## config.mk

```make
export PLATFORM = sky130hd
export DESIGN_NAME = ahb_slave_if
export DESIGN_NICKNAME = d
export VERILOG_FILES = /design/src/rtl/ahb_slave_if.sv
export SDC_FILE = /design/constraint.sdc
export NUM_CORES = 1
export LEC_CHECK = 0
export CAP_MARGIN = 20
export CORE_ASPECT_RATIO = 0.5
export CORE_MARGIN = 4
export CORE_UTILIZATION = 41
export CTS_BUF_LIST = sky130_fd_sc_hd__clkbuf_8
export CTS_CLUSTER_DIAMETER = 120
export CTS_CLUSTER_SIZE = 30
export DETAILED_ROUTE_END_ITERATION = 10
export GPL_TIMING_DRIVEN = 1
export PLACE_DENSITY = 0.88
export SLEW_MARGIN = 20
export SYNTH_ARGS = -nofsm -noshare
export SYNTH_HDL_FRONTEND = slang
export SYNTH_SLANG_ARGS = --single-unit
```

## constraint.sdc

```tcl
create_clock -name Hclk -period 3.3 [get_ports Hclk]
set_clock_uncertainty 0.15 [all_clocks]
set_input_delay 0.66 -clock Hclk [delete_from_list [all_inputs] [get_ports Hclk]]
set_output_delay 0.66 -clock Hclk [all_outputs]
set_load 0.01 [all_outputs]
```

## src/rtl/ahb_slave_if.sv

```systemverilog
// ahb_slave_if: AHB-side front end of the AHB-to-APB bridge.
//
// It decodes the AHB address into one of NUM_SLV APB regions (tempselx)
// and flags accepted transfers to mapped regions (valid). It pipelines
// the address, write data and direction through two register stages for
// the APB controller. It also returns Hreadyout, Hresp and Hrdata to the
// master.
//
// Ports:
//   Hclk, Hresetn        clock, asynchronous active-low reset
//   Htrans, Hwrite,      AHB address-phase controls
//   Hreadyin, Haddr
//   Hwdata               AHB data-phase write data
//   Prdata               read data from the APB controller
//   bridge_ready         APB controller ready (0 = insert wait states)
//   valid, tempselx      accepted mapped transfer / one-hot region select
//   Haddr1/2, Hwdata1/2, two-stage pipelines (advance only on Hreadyin)
//   Hwrite_reg/_reg1
//   Hreadyout, Hresp,    response to the master
//   Hrdata
//
// Build option: define AHB_DECODE_ERR_EN to give unmapped accepted
// transfers the two-cycle AHB ERROR response. When it is undefined,
// unmapped transfers complete as OKAY.
module ahb_slave_if #(
   parameter int unsigned       ADDR_W      = 32,
   parameter int unsigned       DATA_W      = 32,
   parameter int unsigned       NUM_SLV     = 3,
   parameter logic [ADDR_W-1:0] BASE_ADDR   = 32'h8000_0000,
   parameter logic [ADDR_W-1:0] REGION_SIZE = 32'h0400_0000
) (
   input  logic               Hclk,
   input  logic               Hresetn,
   input  logic [1:0]         Htrans,
   input  logic               Hwrite,
   input  logic               Hreadyin,
   input  logic [ADDR_W-1:0]  Haddr,
   input  logic [DATA_W-1:0]  Hwdata,
   input  logic [DATA_W-1:0]  Prdata,
   input  logic               bridge_ready,
   output logic               valid,
   output logic [NUM_SLV-1:0] tempselx,
   output logic [ADDR_W-1:0]  Haddr1,
   output logic [ADDR_W-1:0]  Haddr2,
   output logic [DATA_W-1:0]  Hwdata1,
   output logic [DATA_W-1:0]  Hwdata2,
   output logic               Hwrite_reg,
   output logic               Hwrite_reg1,
   output logic               Hreadyout,
   output logic [1:0]         Hresp,
   output logic [DATA_W-1:0]  Hrdata
);

   // Region bounds are computed one bit wider so the top region cannot wrap.
   localparam logic [ADDR_W:0] BASE_EXT = {1'b0, BASE_ADDR};
   localparam logic [ADDR_W:0] SIZE_EXT = {1'b0, REGION_SIZE};

   logic [NUM_SLV-1:0] sel;
   logic               hit;
   logic               in_okay;

   // Address / data / direction pipelines.
   always_ff @(posedge Hclk or negedge Hresetn) begin
      if (!Hresetn) begin
         Haddr1      <= '0;
         Haddr2      <= '0;
         Hwdata1     <= '0;
         Hwdata2     <= '0;
         Hwrite_reg  <= 1'b0;
         Hwrite_reg1 <= 1'b0;
      end else if (Hreadyin) begin
         Haddr1      <= Haddr;
         Haddr2      <= Haddr1;
         Hwdata1     <= Hwdata;
         Hwdata2     <= Hwdata1;
         Hwrite_reg  <= Hwrite;
         Hwrite_reg1 <= Hwrite_reg;
      end
   end

   // Region decode.
   always_comb begin
      logic [ADDR_W:0] addr_ext;
      logic [ADDR_W:0] lo;
      logic [ADDR_W:0] hi;
      sel      = '0;
      addr_ext = {1'b0, Haddr};
      lo       = '0;
      hi       = '0;
      for (int unsigned i = 0; i < NUM_SLV; i++) begin
         lo = BASE_EXT + (ADDR_W+1)'(i) * SIZE_EXT;
         hi = lo + SIZE_EXT;
         if (addr_ext >= lo && addr_ext < hi)
            sel[i] = 1'b1;
      end
   end

   assign hit = |sel;

`ifdef AHB_DECODE_ERR_EN
   typedef enum logic [1:0] {OKAY, ERR1, ERR2} err_state_t;

   err_state_t state;
   logic       resp_err;   // high in ERR1 and ERR2
   logic       hold_wait;  // high in ERR1 only

   always_ff @(posedge Hclk or negedge Hresetn) begin
      if (!Hresetn) begin
         state     <= OKAY;
         resp_err  <= 1'b0;
         hold_wait <= 1'b0;
      end else begin
         case (state)
            OKAY: begin
               if (Hreadyin && Htrans[1] && !hit) begin
                  state     <= ERR1;
                  resp_err  <= 1'b1;
                  hold_wait <= 1'b1;
               end
            end
            ERR1: begin
               state     <= ERR2;
               hold_wait <= 1'b0;
            end
            ERR2: begin
               state    <= OKAY;
               resp_err <= 1'b0;
            end
            default: begin
               state     <= OKAY;
               resp_err  <= 1'b0;
               hold_wait <= 1'b0;
            end
         endcase
      end
   end

   assign in_okay   = (state == OKAY);
   assign Hresp     = {1'b0, resp_err};
   assign Hreadyout = ~Hresetn | (in_okay ? bridge_ready : ~hold_wait);
`else
   assign in_okay   = 1'b1;
   assign Hresp     = 2'b00;
   assign Hreadyout = ~Hresetn | bridge_ready;
`endif

   // Decode outputs are gated by reset so that they read as zero
   // immediately while reset is held, even with live bus inputs.
   assign tempselx = Hresetn ? sel : '0;
   assign valid    = Hresetn & Hreadyin & Htrans[1] & hit & in_okay;
   assign Hrdata   = (Hresetn && in_okay) ? Prdata : '0;

endmodule
```

==> flow_summary.ini, run 1 <==
[status]
status = completed

[drt]
antenna_left = 0
dr_total_vias = 3603
post_drt_wl_per_cell_um = 19.5
drc = 0
routed_wl_um = 15100
dr.first_iter.drc_count = 173
dr.pass1.iters = 4
via_per_inst = 4.65

[cells_and_area]
diodes = 0
nets = 696
syn_to_final_growth_pct = 57.8
fin_cells = 775
drive_gt1_frac = 0.276

[place]
io_buffers = 268
place_congestion = 0.776
post-place-cells = 744
hpwl_um = 10800

[setup_path]
crit_arrival_ns = 2.47
rr_startpoint = Haddr1[27]
path_class = primary input to primary output
required_ns = 2.49
crit_start = Haddr[30]
crit_path_max_incr_delay_ns = 0.61
cp-start-kind = primary input
crit_fanout = 4
slowest_stage = clkdlybuf4s50_1
regToRegSetupSlack_ns = 2.34
end_kind = primary output
cp_common_cell = clkdlybuf4s50_1
worstPathCellList = clkdlybuf4s50_1, nand4bb_2, nor4b_1, clkdlybuf4s50_1

[clock_network]
post-cts-setup-buffers = 0
cts_resized = 0
numClockSinks = 130
cts_hold_buffers = 0
htreeDepth = 4
cts_inserted_buffers = 17
clk_latency_ns = 0.43
max-clock-path-buffers = 2
cts_tree = built
clk_pin_slew_ns = 0.07
cts-root-buf = clkbuf_8

[sta]
period_needed_ns = 3.28
tns_ns = 0
drv_slew = 0
period_share = 0.993
finalHoldViolCount = 0
setup_viol = 0
fmax_ghz = 0.305
slew_headroom = 0.385
rsz0062_at_grt = false
worstMarginPinSlew_ns = 0.922

[power]
switchingPower_mw = 1.14
p_comb_frac = 0.254
p_int_mw = 3.28
switching_share = 0.258
power_frac_seq = 0.437
powerDensity_mw_per_mm2 = 510
power_leakage_nw = 3.79
clkPwrFrac = 0.310
vdd_ir_drop_max_mv = 0.274

[floorplanning]
die-area_mm2 = 0.0154
fp.coreArea_mm2 = 0.0129
num_rows = 29
die_w_um = 172
io-pin-count = 272
initial_core_util = 0.426
fp.dieH_um = 89.8

[synthesis]
netlist.top_cell.by_area = dfrtp_1
yosysTopAreaCellShare = 0.592
synth_mux_area_frac = 0.328
yosysWarnings = 0
synthCells = 320
yosysMostFrequentCell = dfrtp_1
ys_async_sr_fraction = 1.00
synth_seq_area_share = 0.592
synth-simple-area-share = 0.0446
syn_area_per_cell_um2 = 17.2
yosys.area_share.adder = 0
synthFlopType = dfrtp_1
synth.area.top_cells = dfrtp_1 59%, mux2_4 25%, mux2_2 8.2%
synth_edf_count = 0
ys_types = 16
synth-compound-area-share = 0.00273
synth_top_family_by_area = multiplexers
synthTopCellsByCount = 130 x dfrtp_1, 90 x mux2_4, 40 x mux2_2
yosys_register_bits = 130
synthXorXnorAreaFrac = 0
synth_area_mm2 = 0.00549

[grt]
grt_start_max_net_pins = 131
grt_first_pass_wirelength_um = 23000
grt_pass1_vias = 3952
antenna_found_initial = 0
grt_use_total = 0.194
grt_overflow = 0

[hold_path]
worstHoldStart = Haddr2[24]
hp-class = flop to flop

[job]
cap_violations = 0
==> routing by layer <==
metal  track usage  part of all wire  wire length (um)
met1         0.214              0.37              5640
met5             0                 0                 0
met3        0.0438             0.039               586
met2         0.361              0.56              8440
met4        0.0751             0.027               414
==> cell usage in the layout, fill, tap and decap left out, drive strengths merged <==
master	n
dfrtp	130
nand4bb	1
clkdlybuf4s50	266
bufinv	3
conb	2
clkbuf	18
clkinvlp	4
a2111oi	1
inv	3
nand2	1
clkinv	3
mux2	130
nand2b	1
nor4b	2
buf	7
nor4	1
and2	32
==> critical path, delay by kind of cell <==
kind | cells | cell delay [ns]
buf+inv | 2 | 1.06
simple gates | 2 | 0.74
==> cell type report <==
type,count,area (um^2)
multi-input cells,171,2070
fillers,863,4210
repair buffers,273,2740
clock buffers,18,248
clock inverters,13,146
flip-flops and latches,130,3250
well taps,170,213
==> power by group through the flow <==
stage | Sequential (mW) | Clock, mW | Combinational, mW
after global placement | 1.94 | 0 | 1.11
after floorplan | 2.03 | 0 | 0.360
final | 1.93 | 1.37 | 1.12
after detailed placement | 1.95 | 0 | 1.13
after global routing | 1.96 | 1.48 | 1.17
after CTS | 1.93 | 1.39 | 1.14
==> path summary, 6_finish.rpt <==
kind | end | depth (start not counted)
setup reg to reg | Haddr1[27] | 1
max in group asynchronous | Hwdata2[10] | 4
hold reg to reg | Haddr2[24] | 1
hold / removal | Haddr2[24] | 1
min in group asynchronous | Hwdata1[11] | 3
setup / recovery | tempselx[2] | 4
==> kinds of logic after synthesis <==
family | Yosys count
AO/OA/AOI/OAI | 1
buffers and inverters | 20
flip-flops | 130
multiplexers | 130
other | 1
AND/OR/NAND/NOR | 38
==> through the flow <==
step	hold slack (ns)	util	cell area, um^2	power [mW]	setup slack [ns]
final	0.359	0.673	8670	4.42	0.0239
after global routing	0.373	0.673	8670	4.61	0.0111
after CTS	0.363	0.673	8660	4.46	0.0465
after detailed placement	0.341	0.642	8270	3.08	0.0471
after global placement	0.340	0.642	8270	3.05	0.0995
after floorplan	0.214	-	5500	2.39	1.08
(Power assumes the default switching activity.)
==> inputs of run 2 (changes only) <==
HOLD_SLACK_MARGIN = 0.08   (was default)
==> results of run 2 <==
Same layout as run 1: the final DEF is identical, and so are final timing and power.
==> inputs of run 3 (changes only) <==
CORE_MARGIN = 3   (was 4)
RECOVER_POWER = 100   (was default)
SETUP_SLACK_MARGIN = 0.2   (was default)
==> flow_summary.ini, run 3 (synthesis results as in run 1) <==
[status]
status = finished, violations left
violations = max-capacitance violations, max-slew violations

[drt]
via_per_inst = 4.67
dr.pass1.iters = 4
dr.first_iter.drc_count = 102
routed_wl_um = 14500
post_drt_wl_per_cell_um = 18.7
dr_total_vias = 3623
antenna_left = 0
drc = 0

[setup_path]
crit_fanout = 4
path_class = primary input to primary output
end_kind = primary output
crit_start = Haddr[30]
crit_path_max_incr_delay_ns = 0.66
worstPathCellList = clkdlybuf4s50_1, nand4bb_4, nor4_1, dlygate4sd3_1
reg2reg_depth = 1
regToRegSetupSlack_ns = 2.30
r2r_end = Haddr1[28]
slowest_stage = dlygate4sd3_1
cp-start-kind = primary input
rr_startpoint = Haddr1[28]
required_ns = 2.49
crit_arrival_ns = 2.24

[sta]
finalHoldViolCount = 0
hold-worst-slack_ns = 0.329
setup_viol = 0
worstMarginPinSlew_ns = 1.80
slew_headroom = -0.203
period_needed_ns = 3.05
setup_slack_ns = 0.247
drv_slew = 206
fmax_ghz = 0.328
rsz0062_at_grt = false
period_share = 0.925

[place]
place_congestion = 0.758
pre_cts_slack_ns = -0.000789
post-place-cells = 743
io_buffers = 268
hpwl_um = 10500

[clock_network]
numClockSinks = 130
cts_tree = built
clk_pin_slew_ns = 0.07
cts-root-buf = clkbuf_8
cts_inserted_buffers = 17
clk_latency_ns = 0.43
max-clock-path-buffers = 2
post-cts-setup-buffers = 0
htreeDepth = 4

[cells_and_area]
mostFrequentLayoutCell = dlygate4sd3_1
nets = 697
drive_gt1_frac = 0.125
syn_to_final_growth_pct = 50.9
multiInputGateArea_mm2 = 0.00176
final_cell_mix = 160 x dlygate4sd3_1, 130 x dfrtp_1, 105 x clkdlybuf4s50_1, 89 x mux2_1, 40 x mux2_2
diodes = 0
nFillCells = 973
register_area_mm2 = 0.00325
fin_cells = 776

[floorplanning]
num_rows = 29
die_w_um = 170
io-pin-count = 272
fp.coreArea_mm2 = 0.0129
initial_core_util = 0.426
die-area_mm2 = 0.0149
fp.dieH_um = 87.8

[power]
total_power_mw = 4.08
vdd_ir_drop_max_mv = 0.269
power_leakage_nw = 3.50
powerDensity_mw_per_mm2 = 492

[grt]
antenna_found_initial = 0
grt_start_max_net_pins = 131
grt_first_pass_wirelength_um = 22000
grt_use_total = 0.195
grt_pass1_vias = 3968
grt_overflow = 0

[job]
cap_violations = 2

[hold_path]
hp-class = flop to flop
min_to = Hwdata2[17]
worstHoldStart = Hwdata2[17]
whs_path_depth = 1
[run 3: changes by cell type in the layout (fill, tap and decap cells not counted), sizes merged]
cell	previous run	this run
clkdlybuf4s50	266	105
clkinv	3	5
dlygate4sd2	0	2
buf	7	1
dlygate4sd3	0	160
clkbuf	18	23
bufinv	3	2
[run 3: worst max-delay path by stage]
stage	depth (start not counted)	slack (ns)	to
floorplan	2	1.08	tempselx[2]
global placement	4	0.08	valid
detailed placement	4	-0.0008	tempselx[1]
CTS	4	0.20	tempselx[1]
global route	4	0.18	tempselx[0]
finish	4	0.25	tempselx[0]
[run 3: through the flow]
stage	setup TNS, ns	util	cell area [um^2]
floorplan	0	-	5500
global placement	0	0.641	8260
detailed placement	-0.000789	0.641	8260
CTS	0	0.673	8660
global route	0	0.644	8290
finish	0	0.644	8290
[run 3: critical path, delay by kind of cell]
family                 cells  cell delay, ns
and+or+nand+nor            2            0.48
buffers and inverters      2            1.10
[run 3: timing repair]
action / in CTS / in global routing
endpoints found under the hold margin: 5 / 0
setup endpoints to repair: 4 / 1
gates resized for setup: 5 / 1
pin swaps: 0 / 0
hold buffers: 2 / 0
[run 3: cell type report]
cell class / instances / share of cell area
clock inverter: 14 / 0.0152
tap: 170 / 0.0257
timing repair buffer: 274 / 0.326
multi-input combinational: 171 / 0.212
clock buffer: 17 / 0.0282
sequential: 130 / 0.392
[run 3: per-layer routing]
| layer | wire length (um) | vias to the layer above | global-route usage | share of wire |
|---|---|---|---|---|
| met3 | 486 | 32 | 0.0397 | 0.034 |
| met1 | 5430 | 1832 | 0.209 | 0.37 |
| met2 | 8120 | 97 | 0.371 | 0.56 |
| li1 | - | 1662 | - | - |
| met4 | 447 | 0 | 0.0979 | 0.031 |
| met5 | 0 | - | 0 | 0 |
[run 3: report_power, final]
group	switching, mW	internal, mW
logic	0.371	0.539
registers	0.115	1.79
clock network	0.615	0.650
